<file path="src/rtl/hash_des_sbox_engine.sv">
// rtl/hash_des_sbox_engine.sv - handshaked multi-lane DES S5 S-box byte-stream hash engine

// One DES S5 substitution box: row = {sel[5], sel[0]}, column = sel[4:1].
module des_s5_sbox (
    input  logic [5:0] sel,
    output logic [3:0] dout
);
    // Entry e = 16*row + col sits at bit 4*(63-e), so row 0 column 0 is the top nibble.
    localparam logic [255:0] S5_TABLE = {
        64'h2C417AB6_853FD0E9,
        64'hEB2C47D1_50FA3986,
        64'h421BAD78_F9C5630E,
        64'hB8C71E2D_6F09A453
    };

    logic [5:0] entry;

    assign entry = {sel[5], sel[0], sel[4:1]};
    assign dout  = S5_TABLE[{~entry, 2'b00} +: 4];
endmodule

module hash_des_sbox_engine #(
    parameter int          NUM_NIBBLES = 8,
    parameter int          ROUNDS      = 1,
    parameter int          CNT_W       = 64,
    parameter logic [63:0] H_INIT      = 64'hA5C692E8_30FD17B4
) (
    input  logic                     clk,
    input  logic                     rst_n,
    input  logic                     start,
    input  logic [CNT_W-1:0]         counter,
    input  logic                     M_valid,
    output logic                     M_ready,
    input  logic [7:0]               message,
    output logic [4*NUM_NIBBLES-1:0] digest,
    output logic                     hash_ready
);
    localparam int               DW       = 4 * NUM_NIBBLES;
    localparam int               NB       = CNT_W / 8;
    localparam logic [2:0]       RND_LAST = 3'(ROUNDS - 1);
    localparam logic [2:0]       K_LAST   = 3'(NB - 1);
    localparam logic [CNT_W-1:0] ONE_C    = {{(CNT_W-1){1'b0}}, 1'b1};

    typedef enum logic [1:0] {IDLE, ABSORB, FINAL, DONE} state_t;

    state_t           state, state_nx;
    logic [DW-1:0]    h, h_next;
    logic [CNT_W-1:0] rem, len;
    logic [2:0]       rnd, k;
    logic [5:0]       m6_lat, m6_now, m6_use;
    logic [7:0]       cur_byte;
    logic             fire, last_rnd, last_k;

    assign M_ready  = (state == ABSORB) && (rnd == 3'd0);
    assign last_rnd = (rnd == RND_LAST);
    assign last_k   = (k == K_LAST);

    // Pick the byte being absorbed and map it to the 6-bit S-box index; later rounds of a message byte reuse the latched map.
    always_comb begin
        cur_byte = message;
        if (state == FINAL) begin
            cur_byte = len[{k, 3'b000} +: 8];
        end
        m6_now = {cur_byte[3] ^ cur_byte[2], cur_byte[1], cur_byte[0],
                  cur_byte[7], cur_byte[6], cur_byte[5] ^ cur_byte[4]};
        m6_use = ((state == ABSORB) && (rnd != 3'd0)) ? m6_lat : m6_now;
        fire   = (state == FINAL) || ((state == ABSORB) && ((rnd != 3'd0) || M_valid));
    end

    // One round across all lanes: each lane takes its right neighbour XOR its own S-box output.
    for (genvar g = 0; g < NUM_NIBBLES; g++) begin : g_lane
        logic [5:0] s_in;
        logic [3:0] s_out;

        assign s_in = m6_use ^ {2'b00, h[4*g +: 4]};

        des_s5_sbox u_sbox (
            .sel  (s_in),
            .dout (s_out)
        );

        assign h_next[4*g +: 4] = h[4*((g + 1) % NUM_NIBBLES) +: 4] ^ s_out;
    end

    // State register.
    always_ff @(posedge clk) begin
        if (!rst_n) begin
            state <= IDLE;
        end else begin
            state <= state_nx;
        end
    end

    // Next-state decode: a byte (or length byte) finishes on its last round.
    always_comb begin
        state_nx = state;
        case (state)
            IDLE, DONE: begin
                if (start) begin
                    state_nx = (counter != '0) ? ABSORB : FINAL;
                end
            end
            ABSORB: begin
                if (fire && last_rnd && (rem == ONE_C)) begin
                    state_nx = FINAL;
                end
            end
            FINAL: begin
                if (last_rnd && last_k) begin
                    state_nx = DONE;
                end
            end
            default: state_nx = IDLE;
        endcase
    end

    // Datapath: lane state, round/byte counters, length capture and the registered digest.
    always_ff @(posedge clk) begin
        if (!rst_n) begin
            h          <= '0;
            rem        <= '0;
            len        <= '0;
            rnd        <= '0;
            k          <= '0;
            m6_lat     <= '0;
            digest     <= '0;
            hash_ready <= 1'b0;
        end else begin
            case (state)
                IDLE, DONE: begin
                    if (start) begin
                        h          <= H_INIT[DW-1:0];
                        rem        <= counter;
                        len        <= counter;
                        rnd        <= '0;
                        k          <= '0;
                        hash_ready <= 1'b0;
                    end
                end
                ABSORB: begin
                    if (fire) begin
                        h <= h_next;
                        if (rnd == 3'd0) begin
                            m6_lat <= m6_now;
                        end
                        if (last_rnd) begin
                            rnd <= '0;
                            rem <= rem - ONE_C;
                            k   <= '0;
                        end else begin
                            rnd <= rnd + 3'd1;
                        end
                    end
                end
                FINAL: begin
                    h <= h_next;
                    if (last_rnd) begin
                        rnd <= '0;
                        if (last_k) begin
                            digest     <= h_next;
                            hash_ready <= 1'b1;
                        end else begin
                            k <= k + 3'd1;
                        end
                    end else begin
                        rnd <= rnd + 3'd1;
                    end
                end
                default: ;
            endcase
        end
    end
endmodule

</file>
<file path="config.mk">
export PLATFORM = sky130hd
export DESIGN_NAME = hash_des_sbox_engine
export DESIGN_NICKNAME = d
export VERILOG_FILES = /design/src/rtl/hash_des_sbox_engine.sv
export SDC_FILE = /design/constraint.sdc
export NUM_CORES = 1
export LEC_CHECK = 0
export ABC_CLOCK_PERIOD_IN_PS = 10700
export CORE_MARGIN = 5
export CORE_UTILIZATION = 50
export CTS_CLUSTER_SIZE = 14
export DETAILED_ROUTE_END_ITERATION = 8
export PLACE_DENSITY = 0.78
export SLEW_MARGIN = 30
export SYNTH_ARGS = -nofsm -noshare
export SYNTH_HDL_FRONTEND = slang
export SYNTH_SLANG_ARGS = --single-unit
</file>
<file path="constraint.sdc">
create_clock -name clk -period 10.7 [get_ports clk]
set_clock_uncertainty 0.05 [all_clocks]
set_input_delay 1.605 -clock clk [delete_from_list [all_inputs] [get_ports clk]]
set_output_delay 1.605 -clock clk [all_outputs]
set_load 0.01 [all_outputs]
</file>
==> results of run 1 <==
-- through the flow --
step	cells	instance area, um2
3_5_place_dp	2892	19300
2_1_floorplan	2541	18400
6_report	2937	20200
4_1_cts	2936	20200
3_3_place_gp	2892	19300
5_1_grt	2937	20200
-- metal layers --
layer  vias up  wire (um)  share of wire
li1       9381          -              -
met2      1294      30100           0.46
met5         -         27        0.00041
met3       285       6310          0.095
met1      9619      25700           0.39
met4         4       3980          0.060
-- synth_stat cells (all sizes together) (33+ instances only) --
library cell	count	share of area
nor3b	34	0.014
or3	33	0.011
o211ai	55	0.022
inv	61	0.012
a211oi	89	0.037
o22ai	44	0.015
clkbuf	149	0.030
nor3	90	0.025
o21ai	152	0.041
ha	72	0.049
nor2	172	0.035
mux2i	57	0.033
nand3	106	0.029
a21oi	215	0.059
nand2	298	0.061
nor4	39	0.014
a31oi	48	0.016
buf	105	0.028
dfxtp	207	0.23
-- cells in the final DEF, fill, tap and decap left out, types with 11 or more instances in the layout --
| master | synthesis | layout |
|---|---|---|
| nand2_1 | 297 | 295 |
| a21oi_1 | 215 | 215 |
| dfxtp_1 | 207 | 207 |
| nor2_1 | 170 | 167 |
| o21ai_0 | 146 | 146 |
| clkdlybuf4s50_1 | 0 | 108 |
| nand3_1 | 106 | 106 |
| a211oi_1 | 88 | 88 |
| nor3_1 | 88 | 88 |
| ha_1 | 72 | 70 |
| o211ai_1 | 55 | 55 |
| inv_1 | 56 | 54 |
| mux2i_1 | 53 | 53 |
| a31oi_1 | 48 | 48 |
| o22ai_1 | 44 | 44 |
| nor4_1 | 38 | 38 |
| nor3b_1 | 34 | 34 |
| or3_1 | 33 | 33 |
| xnor2_1 | 32 | 32 |
| and3_1 | 32 | 32 |
| nand4b_1 | 28 | 28 |
| nand2b_1 | 28 | 27 |
| buf_4 | 6 | 27 |
| clkbuf_16 | 0 | 25 |
| nand4_1 | 23 | 23 |
| mux2_2 | 20 | 20 |
| a2111oi_0 | 19 | 19 |
| xor2_1 | 19 | 18 |
| o2111ai_1 | 18 | 18 |
| mux4_2 | 15 | 15 |
| or4_1 | 15 | 15 |
| a21o_1 | 15 | 15 |
| a311oi_1 | 13 | 13 |
| o221a_2 | 13 | 13 |
| or2_2 | 12 | 12 |
| a22oi_1 | 12 | 12 |
| o21a_1 | 13 | 12 |
| o31ai_1 | 14 | 12 |
| and2_1 | 13 | 11 |
-- final cells by class --
cell class                 instances  area share
multi-input combinational       2017       0.644
sequential                       207       0.205
clock inverter                    15      0.0128
inverter                          63      0.0118
clock buffer                      29      0.0331
timing repair buffer             138      0.0650
tap                              468      0.0289
-- sequential cells by signal (all words and copies together), names as in the netlist --
name        flops
k               3
digest         32
m6_lat          6
rem            64
rnd             3
hash_ready      1
h              32
len            64
state           2
-- worst max-delay path by stage --
stage	end	slack (ps)	cells past startpoint
after floorplan	h[5]	6200	14
after global placement	h[25]	5230	9
after detailed placement	h[24]	5120	12
after CTS	h[25]	5620	11
after global routing	h[24]	5170	14
final	h[25]	5450	10
-- cell families after synthesis --
logic type               after synthesis  share of synthesized area
AO/OA/AOI/OAI                        850                      0.309
XOR/XNOR                              51                     0.0243
adder cells (fa/ha/maj)               72                     0.0490
buffers and inverters                317                     0.0717
flip-flops                           207                      0.225
multiplexers                          93                     0.0645
AND/OR/NAND/NOR                      951                      0.256
-- tightest hold or removal path, delay by kind of cell (launching register included) --
family	cells	cell delay, ps
flops	1	300
compound gates	1	50
simple gates	1	50
-- power by group through the flow --
stage / combinational, W / sequential (W) / clock, W
2_1_floorplan: 0.00299 / 0.00111 / 0
3_3_place_gp: 0.00367 / 0.00123 / 0
3_5_place_dp: 0.00376 / 0.00124 / 0
4_1_cts: 0.00378 / 0.00123 / 0.000980
5_1_grt: 0.00423 / 0.00127 / 0.00101
6_report: 0.00390 / 0.00124 / 0.000979
==> impl_metrics.env, run 1 <==
export IMPL_tritoncts="yes"
export IMPL_fp_dieArea_um2=40700
export IMPL_maxSlewViolCount=0
export IMPL_r2r_start="state[0]"
export IMPL_ys_ff_latch=207
export IMPL_cp_top_family="buffers and inverters"
export IMPL_setup_violations=0
export IMPL_path_buf_inv=2
export IMPL_min_period_ps=5250
export IMPL_ys_warn_count=0
export IMPL_hp_start="len[55]"
export IMPL_antenna_left=0
export IMPL_power_density_nw_per_um2=302
export IMPL_syn_avg_cell_area_um2=7.24
export IMPL_end_kind="flop"
export IMPL_initial_utilization=0.505
export IMPL_grt_pass1_wl_um=103000
export IMPL_synthFlopType="dfxtp_1"
export IMPL_netlist_instances=2541
export IMPL_internal_power_w=0.00296
export IMPL_vdd_drop_max_mv=0.210
export IMPL_core_um2=36400
export IMPL_rrSetupSlack_ps=5450
export IMPL_worst_hold_slack_ps=404
export IMPL_fin_ws_ps=5450
export IMPL_seq_area_um2=4140
export IMPL_viasPerCell=7.01
export IMPL_fp_dieW_um=202
export IMPL_crit_top_cell="buf_4"
export IMPL_cp_start_kind="flop"
export IMPL_relSlewSlack=0.323
export IMPL_first_pass_iters=6
export IMPL_multiInputGateArea_um2=13000
export IMPL_grt_util_all_layers=0.303
export IMPL_pin_count=110
export IMPL_timing_final_crit_share=0.491
export IMPL_cts_clk_slew_worst_paths_ps=60
export IMPL_rows=70
export IMPL_power_leakage_nw=7.13
export IMPL_drv_cap=0
export IMPL_holdPathEnd="len[55]"
export IMPL_hpwl_um=44300
export IMPL_clkLatencyLatePin_ps=540
export IMPL_drcViolationCount=0
export IMPL_fmax_ghz=0.190
export IMPL_nets=2599
export IMPL_clock_power_share=0.160
export IMPL_drt_iter0_drc=2682
export IMPL_areaGrowthSynthToFinish_pct=10.1
export IMPL_top_usage_layer="met2"
export IMPL_syn_area_um2=18400
export IMPL_post_route_util=0.556
export IMPL_hold_violations=0
export IMPL_reg2reg_to="h[25]"
export IMPL_gr_total_overflow=0
export IMPL_root_buffer="clkbuf_16"
export IMPL_ys_seq_area_frac=0.225
export IMPL_grt_pass1_vias=19100
export IMPL_wl_um=66100
export IMPL_hold_buffers=0
export IMPL_drive_gt1_frac=0.0705
export IMPL_die_h_um=202
export IMPL_synthDistinctLibCells=86
export IMPL_postCtsSetupBuffers=0
export IMPL_final_setup_tns_ps=0
export IMPL_cts_sinks=207
export IMPL_swShare=0.516
export IMPL_use_met1=0.394
export IMPL_crit_slowest_cell="buf_4"
export IMPL_diodes=0
export IMPL_cp_arrival_ps=5620
export IMPL_cp_cell_sequence="ha_4 > buf_4 > and3_1 > a211o_4 > buf_4 > xnor2_1 > a2111oi_0 > o32ai_1 > or3_1 > a32o_1"
export IMPL_synth_nets=2689
export IMPL_vias=20600
export IMPL_worst_pin_slew_ps=1010
export IMPL_worstSetupStartpoint="state[0]"
export IMPL_comb_power_share=0.637
export IMPL_rsz0062_at_grt="false"
export IMPL_grt_use_met2=0.490
export IMPL_power_w=0.00612
export IMPL_max_stage_delay_ps=780
export IMPL_ff2ff_path_depth=10
export IMPL_gp_congestion=0.958
export IMPL_antenna_found_initial=2
export IMPL_async_flop_share=0
export IMPL_fill_cells=3399
export IMPL_wl_per_cell_um=22.5
export IMPL_numPortBuffers=109
export IMPL_cts_made_buffers=24
export IMPL_synth_edf_count=0
export IMPL_place_ws_ps=5120
export IMPL_crit_fanout=91
export IMPL_grt_max_degree=92
export IMPL_ctsLongestPathBuffers=3
export IMPL_required_ps=11070
export IMPL_h_tree_depth=1
export IMPL_worstSetupPathType="reg -> reg"
export IMPL_use_met3=0.0428
export IMPL_hold_depth=2
export IMPL_p_sw_w=0.00316
export IMPL_cts_repair_resized=0
export IMPL_status="completed"
export IMPL_hold_class="reg -> reg"
export IMPL_seqPwrFrac=0.203
Power figures use the tool's default switching activity.
==> run 2: changes to the inputs <==
--- a/config.mk
+++ b/config.mk
@@ -5,7 +5,7 @@
 export SDC_FILE = /design/constraint.sdc
 export NUM_CORES = 1
 export LEC_CHECK = 0
-export ABC_CLOCK_PERIOD_IN_PS = 10700
+export ABC_CLOCK_PERIOD_IN_PS = 4830
 export CORE_MARGIN = 5
 export CORE_UTILIZATION = 50
 export CTS_CLUSTER_SIZE = 14
==> constraint.sdc (replaced) <==
create_clock -name clk -period 4.83 [get_ports clk]
set_clock_uncertainty 0.05 [all_clocks]
set_input_delay 0.7245 -clock clk [delete_from_list [all_inputs] [get_ports clk]]
set_output_delay 0.7245 -clock clk [all_outputs]
set_load 0.01 [all_outputs]
==> impl_metrics.env, run 2 (synthesized netlist as in run 1, its figures left out) <==
export IMPL_status="completed"
export IMPL_use_met1=0.398
export IMPL_hold_class="reg -> reg"
export IMPL_drive_gt1_frac=0.0886
export IMPL_fill_cells=3388
export IMPL_cp_cell_sequence="inv_1 > ha_2 > clkinv_1 > buf_4 > a21oi_1 > a211o_4 > buf_4 > o21ai_0 > o32ai_1 > a211oi_1 > o32ai_1 > o21ai_0 > a32o_1"
export IMPL_clock_power_share=0.141
export IMPL_post_route_util=0.567
export IMPL_power_density_nw_per_um2=660
export IMPL_cp_top_family="compound AO/OA/AOI/OAI gates"
export IMPL_clkLatencyLatePin_ps=540
export IMPL_cts_repair_resized=0
export IMPL_end_kind="flop"
export IMPL_r2r_start="state[0]"
export IMPL_areaGrowthSynthToFinish_pct=12.3
export IMPL_worst_hold_slack_ps=409
export IMPL_crit_fanout=25
export IMPL_root_buffer="clkbuf_16"
export IMPL_viasPerCell=6.91
export IMPL_gp_congestion=0.934
export IMPL_diodes=0
export IMPL_reg_top3="len (64), rem (64)"
export IMPL_hold_buffers=0
export IMPL_min_period_ps=4560
export IMPL_swShare=0.519
export IMPL_rrSetupSlack_ps=270
export IMPL_vias=20700
export IMPL_wl_per_cell_um=22.4
export IMPL_setup_violations=0
export IMPL_final_setup_tns_ps=0
export IMPL_use_met3=0.0517
export IMPL_internal_power_w=0.00656
export IMPL_power_leakage_nw=7.39
export IMPL_max_stage_delay_ps=600
export IMPL_fin_area_um2=20600
export IMPL_reg2reg_to="h[25]"
export IMPL_hold_violations=0
export IMPL_drcViolationCount=0
export IMPL_initial_utilization=0.505
export IMPL_fp_dieArea_um2=40700
export IMPL_antenna_left=0
export IMPL_cp_arrival_ps=4940
export IMPL_crit_end="h[25]"
export IMPL_maxSlewViolCount=0
export IMPL_rsz0062_at_grt="false"
export IMPL_required_ps=5210
export IMPL_gr_total_overflow=0
export IMPL_ctsLongestPathBuffers=3
export IMPL_postCtsSetupBuffers=0
export IMPL_grt_use_met2=0.494
export IMPL_ff2ff_path_depth=13
export IMPL_worst_pin_slew_ps=976
export IMPL_drv_cap=0
export IMPL_nets=2657
export IMPL_hpwl_um=47200
export IMPL_wl_um=67100
export IMPL_cts_clk_slew_worst_paths_ps=70
export IMPL_path_buf_inv=4
export IMPL_cts_sinks=207
export IMPL_grt_util_all_layers=0.309
export IMPL_tritoncts="yes"
export IMPL_grt_pass1_wl_um=105000
export IMPL_final_common_cell="nand2_1"
export IMPL_vdd_drop_max_mv=0.460
export IMPL_drt_iter0_drc=2577
export IMPL_cts_made_buffers=24
export IMPL_fp_dieW_um=202
export IMPL_h_tree_depth=1
export IMPL_pin_count=110
export IMPL_crit_slowest_cell="o32ai_1"
export IMPL_cp_start_kind="flop"
export IMPL_fmax_ghz=0.219
export IMPL_comb_power_share=0.657
export IMPL_worstSetupStartpoint="state[0]"
export IMPL_relSlewSlack=0.347
export IMPL_place_area_um2=19800
export IMPL_final_cell_mix="295 x nand2_1, 215 x a21oi_1, 207 x dfxtp_1, 169 x nor2_1, 146 x o21ai_0"
export IMPL_seqPwrFrac=0.202
export IMPL_first_pass_iters=6
export IMPL_p_sw_w=0.00708
export IMPL_grt_pass1_vias=19000
export IMPL_top_usage_layer="met2"
export IMPL_timing_final_crit_share=0.945
export IMPL_rows=70
export IMPL_core_um2=36400
export IMPL_cp_depth=13
export IMPL_numPortBuffers=109
export IMPL_die_h_um=202
export IMPL_worstSetupPathType="reg -> reg"
export IMPL_grt_max_degree=107
export IMPL_antenna_found_initial=2
-- run 2: cell type report --
class,instances,area (um2),area share
well taps,468,586,0.0284
flip-flops and latches,207,4140,0.201
inverters,63,239,0.0116
multi-input cells,2017,13000,0.630
clock buffers,34,689,0.0334
repair buffers,196,1850,0.0897
clock inverters,10,125,0.00606
-- run 2: worst min path at each step --
stage / slack (ps) / endpoint / depth (start not counted) / start
final: 410 / len[63] / 2 / len[63]
after global routing: 430 / len[30] / 2 / len[30]
after CTS: 410 / len[54] / 2 / len[54]
after detailed placement: 400 / len[32] / 2 / len[32]
after global placement: 390 / len[17] / 2 / len[17]
after floorplan: 380 / len[32] / 2 / len[32]
-- run 2: layer usage --
layer	vias up	share of wire
met5	-	0.00030
met2	1190	0.45
li1	9490	-
met4	4	0.066
met1	9710	0.39
met3	290	0.096
-- run 2: power by group through the flow --
stage	Clock, W	Sequential [W]	Combinational, W
6_report	0.00192	0.00275	0.00896
5_1_grt	0.00200	0.00281	0.00974
4_1_cts	0.00193	0.00272	0.00876
3_5_place_dp	0	0.00275	0.00872
3_3_place_gp	0	0.00272	0.00856
2_1_floorplan	0	0.00245	0.00662
-- run 2: metrics by stage --
step	std cells	worst slack, ps	total power (W)
6_report	2995	266	0.0136
4_1_cts	2995	420	0.0134
3_3_place_gp	2951	447	0.0113
5_1_grt	2995	135	0.0145
3_5_place_dp	2951	383	0.0115
2_1_floorplan	2541	827	0.00908
-- run 2: worst register-to-register path, stage by stage, from the launching register on --
cell and delay (ps):
dfxtp_1 360, inv_1 80, ha_2 210, clkinv_1 550, buf_4 430, a21oi_1 470
a211o_4 510, buf_4 360, o21ai_0 180, o32ai_1 150, a211oi_1 100, o32ai_1 600
o21ai_0 150, a32o_1 260
